==> config.mk <==
export PLATFORM = sky130hd
export DESIGN_NAME = hilo_unit
export DESIGN_NICKNAME = d
export VERILOG_FILES = /design/src/rtl/hilo_unit.sv
export SDC_FILE = /design/constraint.sdc
export NUM_CORES = 1
export LEC_CHECK = 0
export ABC_AREA = 1
export CELL_PAD_IN_SITES_DETAIL_PLACEMENT = 2
export CELL_PAD_IN_SITES_GLOBAL_PLACEMENT = 2
export CORE_MARGIN = 2
export CORE_UTILIZATION = 33
export DETAILED_ROUTE_END_ITERATION = 12
export MAX_ROUTING_LAYER = met4
export PLACE_DENSITY = 0.95
export SYNTH_ARGS = -nofsm -noshare
export SYNTH_HDL_FRONTEND = slang
export SYNTH_SLANG_ARGS = --single-unit
==> constraint.sdc <==
create_clock -name clock -period 3.53 [get_ports clock]
set_input_delay 0.5295 -clock clock [delete_from_list [all_inputs] [get_ports clock]]
set_output_delay 0.5295 -clock clock [all_outputs]
set_load 0.01 [all_outputs]
==> src/rtl/hilo_unit.sv <==
// HI/LO register unit: MTHI/MTLO moves, single-cycle MUL writeback of an
// externally computed product, and a 32-step restoring signed divider.
module hilo_unit (
    input  logic        clock,
    input  logic        clear,
    input  logic [2:0]  op,
    input  logic        start,
    input  logic [31:0] A,
    input  logic [31:0] B,
    input  logic [63:0] P,
    output logic [31:0] HI,
    output logic [31:0] LO,
    output logic        busy,
    output logic        done,
    output logic        div_zero
);

    localparam logic [2:0] OpMul  = 3'b001;
    localparam logic [2:0] OpDiv  = 3'b010;
    localparam logic [2:0] OpMthi = 3'b011;
    localparam logic [2:0] OpMtlo = 3'b100;

    typedef enum logic [1:0] {StIdle, StMulWb, StDivRun, StDivFix} state_e;

    state_e      state_q, state_d;
    logic [31:0] hi_q, hi_d;
    logic [31:0] lo_q, lo_d;
    logic        done_q, done_d;
    logic        dz_q, dz_d;
    logic [31:0] cnt_q, cnt_d;
    logic [63:0] prod_q, prod_d;
    logic [31:0] quo_q, quo_d;    // dividend magnitude shifting out, quotient shifting in
    logic [31:0] rem_q, rem_d;
    logic [31:0] dvs_q, dvs_d;    // divisor magnitude
    logic        qneg_q, qneg_d;
    logic        rneg_q, rneg_d;
    logic        zdiv_q, zdiv_d;  // accepted DIV had a zero divisor

    logic        accept;
    logic [32:0] shifted;
    logic [33:0] diff;
    logic        ge;

    function automatic logic [31:0] mag(input logic [31:0] v);
        return v[31] ? (~v + 32'd1) : v;
    endfunction

    function automatic logic [31:0] cond_neg(input logic [31:0] v, input logic neg);
        return neg ? (~v + 32'd1) : v;
    endfunction

    assign accept  = start && (state_q == StIdle);
    assign shifted = {rem_q, quo_q[31]};
    assign diff    = {1'b0, shifted} - {2'b00, dvs_q};
    assign ge      = ~diff[33];

    // Next-state, datapath and writeback decisions
    always_comb begin
        state_d = state_q;
        hi_d    = hi_q;
        lo_d    = lo_q;
        done_d  = 1'b0;
        dz_d    = dz_q;
        cnt_d   = cnt_q;
        prod_d  = prod_q;
        quo_d   = quo_q;
        rem_d   = rem_q;
        dvs_d   = dvs_q;
        qneg_d  = qneg_q;
        rneg_d  = rneg_q;
        zdiv_d  = zdiv_q;

        case (state_q)
            StIdle: begin
                if (accept) begin
                    dz_d = 1'b0;
                    case (op)
                        OpMthi: begin
                            hi_d   = A;
                            done_d = 1'b1;
                        end
                        OpMtlo: begin
                            lo_d   = A;
                            done_d = 1'b1;
                        end
                        OpMul: begin
                            prod_d  = P;
                            state_d = StMulWb;
                        end
                        OpDiv: begin
                            qneg_d = A[31] ^ B[31];
                            rneg_d = A[31];
                            cnt_d  = 32'd0;
                            quo_d  = mag(A);
                            rem_d  = 32'd0;
                            dvs_d  = mag(B);
                            if (B == 32'd0) begin
                                zdiv_d  = 1'b1;
                                state_d = StDivFix;
                            end else begin
                                zdiv_d  = 1'b0;
                                state_d = StDivRun;
                            end
                        end
                        default: ;
                    endcase
                end
            end
            StMulWb: begin
                hi_d    = prod_q[63:32];
                lo_d    = prod_q[31:0];
                done_d  = 1'b1;
                state_d = StIdle;
            end
            StDivRun: begin
                quo_d = {quo_q[30:0], ge};
                rem_d = ge ? diff[31:0] : shifted[31:0];
                cnt_d = cnt_q + 32'd1;
                if (cnt_q == 32'd31) begin
                    state_d = StDivFix;
                end
            end
            StDivFix: begin
                if (zdiv_q) begin
                    dz_d = 1'b1;
                end else begin
                    lo_d = cond_neg(quo_q, qneg_q);
                    hi_d = cond_neg(rem_q, rneg_q);
                end
                done_d  = 1'b1;
                state_d = StIdle;
            end
            default: state_d = StIdle;
        endcase
    end

    // State register with synchronous clear taking priority over everything
    always_ff @(posedge clock) begin
        if (clear) begin
            state_q <= StIdle;
            hi_q    <= 32'd0;
            lo_q    <= 32'd0;
            done_q  <= 1'b0;
            dz_q    <= 1'b0;
            cnt_q   <= 32'd0;
            prod_q  <= 64'd0;
            quo_q   <= 32'd0;
            rem_q   <= 32'd0;
            dvs_q   <= 32'd0;
            qneg_q  <= 1'b0;
            rneg_q  <= 1'b0;
            zdiv_q  <= 1'b0;
        end else begin
            state_q <= state_d;
            hi_q    <= hi_d;
            lo_q    <= lo_d;
            done_q  <= done_d;
            dz_q    <= dz_d;
            cnt_q   <= cnt_d;
            prod_q  <= prod_d;
            quo_q   <= quo_d;
            rem_q   <= rem_d;
            dvs_q   <= dvs_d;
            qneg_q  <= qneg_d;
            rneg_q  <= rneg_d;
            zdiv_q  <= zdiv_d;
        end
    end

    assign HI       = hi_q;
    assign LO       = lo_q;
    assign busy     = (state_q != StIdle);
    assign done     = done_q;
    assign div_zero = dz_q;

endmodule

Word level (Yosys, flattened, before mapping)
Cells that the tools add are included.
- bits in registers: 263
- output and inout port bits: 67
- input bits: 134
- multiplexer cells: 32
- equality and inequality tests: 16
- add/subtract/negate cells: 6
- reduce and logical (&&, ||, !) cells: 16
- bitwise operators: 6
- operators with widths (operator ; number):
    $mux W32 ; 15
    $pmux W32 S2 ; 3
    $pmux W32 S3 ; 2
    $add A32 B1 Y32 const B ; 5
    $not A32 Y32 ; 4
    $sub A33 B32 Y34 ; 1
    $eq A32 B5 Y1 const B ; 1
    $logic_not A32 Y1 ; 1
    $reduce_and A3 Y1 ; 5
    $ne A2 B2 Y1 const B ; 4
    $reduce_and A4 Y1 ; 2
    $eq A3 B2 Y1 const B ; 2
    $mux W1 ; 6
    $ne A2 B1 Y1 const B ; 3
    $pmux W2 S3 ; 1
    $reduce_bool A2 Y1 ; 3
    $eq A2 B2 Y1 const B ; 2
    $mux W2 ; 2
    $pmux W1 S2 ; 2
    $pmux W2 S2 ; 1
    $reduce_or A2 Y1 ; 2
    $eq A3 B1 Y1 const B ; 1
    $eq A3 B3 Y1 const B ; 1
    $ne A3 B1 Y1 const B ; 1
    other kinds (6) ; 6

Depth between registers and ports, before layout
Gate-level depths: netlist (run 1).
- depth after elaboration: 6
- gate-level depth with buffers: 16

Worst setup path after synthesis (run 1)
OpenSTA, ideal clock, no wires.
- path type: reg2reg
- start point: reg quo_q[31]
- end point: reg rem_q[28]
- arrival: 1856 ps
- path buffers: 0
- slack: 1604 ps
- cell stages (with the launch flop): 17
- data required time: 3460 ps
- cell sequence: dfxtp_1 inv_1 ha_1 fa_1 inv_1 nand2_1 nand2_1 nand3_1 nand2_1 nand2_1 nand2_1 nand2_1 nand2_1 nand2_1 nand3_1 nand2_1 a21oi_1
- word-level cells in the longest chain between the ends: 3
- RTL lines (what ; RTL line ; source):
    from (decl) ; 32 ; logic [31:0] quo_q, quo_d;
    from (signal assigned) ; 161 ; quo_q <= quo_d;
    $sub A33 B32 Y34 ; 54 ; assign diff = {1'b0, shifted} - {2'b00, dvs_q};
    $mux W32 ; 117 ; rem_d = ge ? diff[31:0] : shifted[31:0];
    $pmux W32 S2 ; 73 ; case (state_q)
    to (signal assigned) ; 162 ; rem_q <= rem_d;
    to (decl) ; 33 ; logic [31:0] rem_q, rem_d;
Every way passes these cells.
A chain may end at the register's enable or synchronous reset.

Final worst setup path (run 1)
- start point: reg dvs_q[8]
- end point: reg rem_q[31]
- word-level cells in the longest chain between the ends: 3
- RTL lines (what ; RTL line ; source):
    from (decl) ; 34 ; logic [31:0] dvs_q, dvs_d;
    from (signal assigned) ; 163 ; dvs_q <= dvs_d;
    $sub A33 B32 Y34 ; 54 ;
    $mux W32 ; 117 ;
    $pmux W32 S2 ; 73 ;
Every way passes these cells.

==> results.sh, run 1 <==
export IMPL_rr_endpoint="rem_q[31]"
export IMPL_layout_commonest_cell="nand2_1"
export IMPL_status="finished clean"
export IMPL_gr_total_overflow=0
export IMPL_postCtsSetupBuffers=0
export IMPL_path_cells="inv_1 > ha_1 > nand2_1 > nor2_2 > nand3_1 > nand3_2 > nand2_1 > nand2_1 > nand2_2 > nand2_4 > nand2_4 > nand2_1 > nand2_1 > a21oi_1"
export IMPL_p_per_area_nw_per_um2=478.7
export IMPL_io_buffer_count=200
export IMPL_synth_area_um2=17380
export IMPL_endpoint_kind="flip-flop"
export IMPL_skew_ps=19.55
export IMPL_cts_buffers=31
export IMPL_ys_warn_count=0
export IMPL_grt_pass1_wl_mm=163.6
export IMPL_drt_met1_wl_mm=43.50
export IMPL_hp_start="cnt_q[31]"
export IMPL_path_class="flip-flop to flip-flop"
export IMPL_cp_common_cell="nand2_1"
export IMPL_grt_pass1_vias=24740
export IMPL_cp_slowest_cell="ha_1"
export IMPL_clkSinkCount=263
export IMPL_cp_required_ps=4080
export IMPL_slew_headroom_pct=27.49
export IMPL_gr_usage_all_layers_pct=41.09
export IMPL_die_h_um=233.5
export IMPL_hpwl_mm=76.61
export IMPL_met3_length_mm=11.36
export IMPL_cp_data_arrival_time_ps=3810
export IMPL_async_flop_share_pct=0
export IMPL_htree_levels=1
export IMPL_tightest_slew_ps=1088
export IMPL_finalSetupViolCount=0
export IMPL_ys_seq_elements=263
export IMPL_period_minus_slack_ps=3263
export IMPL_grt_max_degree=157
export IMPL_layout_drive_gt1_share_pct=4.938
export IMPL_hold_viol=0
export IMPL_drt_wirelength_per_cell_um=31.80
export IMPL_cp_start_kind="flip-flop"
export IMPL_wirelength_mm=117.6
export IMPL_cts_hold_buf=0
export IMPL_combPwrFrac_pct=30.1
export IMPL_pre_cts_ws_ps=355.2
export IMPL_drcViolationCount=0
export IMPL_die_area_um2=54530
export IMPL_leakage_uw=0.009362
export IMPL_critPathMaxStageDelay_ps=420
export IMPL_rsz0062_at_grt="no"
export IMPL_p_int_uw=6089
export IMPL_area_delta_synth_final_pct=21.48
export IMPL_rr_worst_depth=14
export IMPL_final_nets=3145
export IMPL_syn_num_nets=3001
export IMPL_vias=23280
export IMPL_fill_cells=6280
export IMPL_highest_layer="met4"
export IMPL_synth_enable_flop_cells=0
export IMPL_wl_met2_mm=53.59
export IMPL_place_gp_congestion=0.9523
export IMPL_p_sw_uw=4018
export IMPL_seq_area_frac_synth_pct=30.29
export IMPL_antenna_found_initial=9
export IMPL_ir_drop_v=0.0004424
export IMPL_seq_power_share_pct=32.4
export IMPL_ant_nets=0
export IMPL_drt_first_pass_iters=6
export IMPL_clk_pin_slew_ps=80
export IMPL_min_period_over_period_pct=92.44
export IMPL_ys_flop_type="dfxtp_1"
export IMPL_num_io_pins=201
export IMPL_clock_latency_ps=650
export IMPL_cts_root_buf="clkbuf_16"
export IMPL_tritoncts="yes"
export IMPL_max_cap_viol_count=0
export IMPL_reg2reg_from="dvs_q[8]"
export IMPL_clock_path_buffers=3
export IMPL_synthCells=2829
export IMPL_worst_path_max_fanout=33
export IMPL_core_area_um2=52340
export IMPL_start_util_pct=33.21
export IMPL_hold_path_endpoint="cnt_q[31]"
export IMPL_rrSetupSlack_ps=270
export IMPL_final_cell_mix="nand2_1, inv_1, nor2_1"
export IMPL_fmax_mhz=306.5
export IMPL_rows=84
export IMPL_switching_share_pct=39.75
export IMPL_hold_depth=2
export IMPL_yosysUniqueCellTypes=53
export IMPL_first_iter_violations=2588
export IMPL_hp_class="flip-flop to flip-flop"
export IMPL_cts_resized=0
export IMPL_setup_slack_ps=266.9
export IMPL_fin_setup_tns_ps=0
export IMPL_syn_area_per_cell_um2=6.145
export IMPL_routed_via_density=6.292
export IMPL_power_frac_clock_pct=37.4
export IMPL_die_w_um=233.5
export IMPL_maxSlewViolCount=0
## per-stage QoR
stage	cell area [um^2]	std cells	total power, uW	util, %	hold slack (ps)
2_1_floorplan	17380	2829	4911	-	423.6
3_3_place_gp	19970	3628	5813	38.16	434.0
3_5_place_dp	19970	3628	6040	38.16	472.6
4_1_cts	21080	3685	9840	40.27	476.0
5_1_grt	21110	3699	10310	40.34	530.6
6_report	21120	3700	10110	40.34	513.2
## how the worst max path moves through the flow
stage                     startpoint         to
after floorplan            quo_q[31]  rem_q[28]
after global placement         op[0]   cnt_q[2]
after detailed placement       op[0]   cnt_q[2]
after CTS                   dvs_q[8]  rem_q[31]
after global routing        dvs_q[8]  rem_q[29]
final                       dvs_q[8]  rem_q[31]
## routing by layer
layer | vias to the layer above | track usage (%)
li1 | 9575 | -
met1 | 11540 | 47.49
met2 | 1586 | 66.48
met3 | 579 | 8.398
met4 | 0 | 22.94
met5 | - | -
## sequential cells by signal, indices dropped and copies added (netlist names), 2 cells and up
register	count
prod_q	64
state_q	2
quo_q	32
LO	32
cnt_q	32
rem_q	32
dvs_q	32
HI	32
## cell usage after synthesis (4+ instances only)
master	n	share of area (%)
nand3_2	4	0.23
nand4_1	50	1.8
nor2_4	8	0.52
o22ai_1	6	0.22
nand3b_1	10	0.43
inv_1	356	7.7
a31oi_1	8	0.29
and2_1	4	0.14
xnor2_1	21	1.1
a22oi_1	13	0.56
clkbuf_1	77	1.7
buf_6	7	0.45
o21ai_0	231	6.7
inv_2	13	0.28
xor2_1	19	0.96
o211ai_1	15	0.65
a221oi_1	13	0.66
dfxtp_1	263	30
o21ai_1	5	0.14
nand3_1	263	7.6
a211oi_1	30	1.3
a41oi_1	22	1.1
a21o_1	6	0.26
buf_2	29	0.83
ha_1	37	2.7
nor2_2	7	0.25
a21oi_1	181	5.2
or2_2	12	0.43
nor3_1	41	1.2
nand2_2	8	0.29
nor2_1	353	7.6
nand2_1	672	15
nor4_1	12	0.43
## cell families (layout without fill, tap and decap cells)
kind of cell | Yosys count | count (layout) | synth area share [%]
AOI/OAI and AO/OA | 543 | 543 | 17.66
xor gates and xnor gates | 40 | 40 | 2.015
adders and majority gates | 38 | 38 | 2.778
buffers and inverters | 491 | 659 | 11.25
DFF | 263 | 263 | 30.29
other | 0 | 15 | 0
and+or+nand+nor | 1454 | 1454 | 36.01
## power by group through the flow
stage	logic, uW	clock network, uW	registers (uW)
after global placement	2530	0	3280
after detailed placement	2740	0	3300
after global routing	3200	3840	3270
after CTS	2890	3700	3250
final	3050	3780	3280
after floorplan	1650	0	3260
## critical path: cells and delay by family (launching register included)
kind | cells | cell delay (ps)
buf+inv | 1 | 140
flops | 1 | 410
fa+ha+maj | 1 | 420
simple gates | 11 | 1980
compound gates | 1 | 200
## final cells by class
cell class,instances,area [um^2],share of cell area [%]
multi-input combinational,2075,10180,48.22
sequential,263,5265,24.93
timing repair buffer,231,2267,10.74
inverter,371,1396,6.613
clock buffer,43,910.9,4.314
tap,688,860.8,4.077
clock inverter,14,196.4,0.9303
antenna,15,37.54,0.1778
(Power assumes the default switching activity.)
==> run 2, diff against run 1 <==
--- a/config.mk
+++ b/config.mk
@@ -10,7 +10,9 @@
 export CELL_PAD_IN_SITES_GLOBAL_PLACEMENT = 2
 export CORE_MARGIN = 2
 export CORE_UTILIZATION = 33
+export CTS_CLUSTER_SIZE = 30
 export DETAILED_ROUTE_END_ITERATION = 12
+export GPL_ROUTABILITY_DRIVEN = 1
 export MAX_ROUTING_LAYER = met4
 export PLACE_DENSITY = 0.95
 export SYNTH_ARGS = -nofsm -noshare
==> results of run 2 <==
Same layout as run 1: the final DEF is identical, and so are final timing and power.
==> run 3, diff against run 2 <==
--- a/config.mk
+++ b/config.mk
@@ -15,6 +15,7 @@
 export GPL_ROUTABILITY_DRIVEN = 1
 export MAX_ROUTING_LAYER = met4
 export PLACE_DENSITY = 0.95
+export SLEW_MARGIN = 25
 export SYNTH_ARGS = -nofsm -noshare
 export SYNTH_HDL_FRONTEND = slang
 export SYNTH_SLANG_ARGS = --single-unit
==> results of run 3 <==
Same layout as run 1: the final DEF is identical, and so are final timing and power.
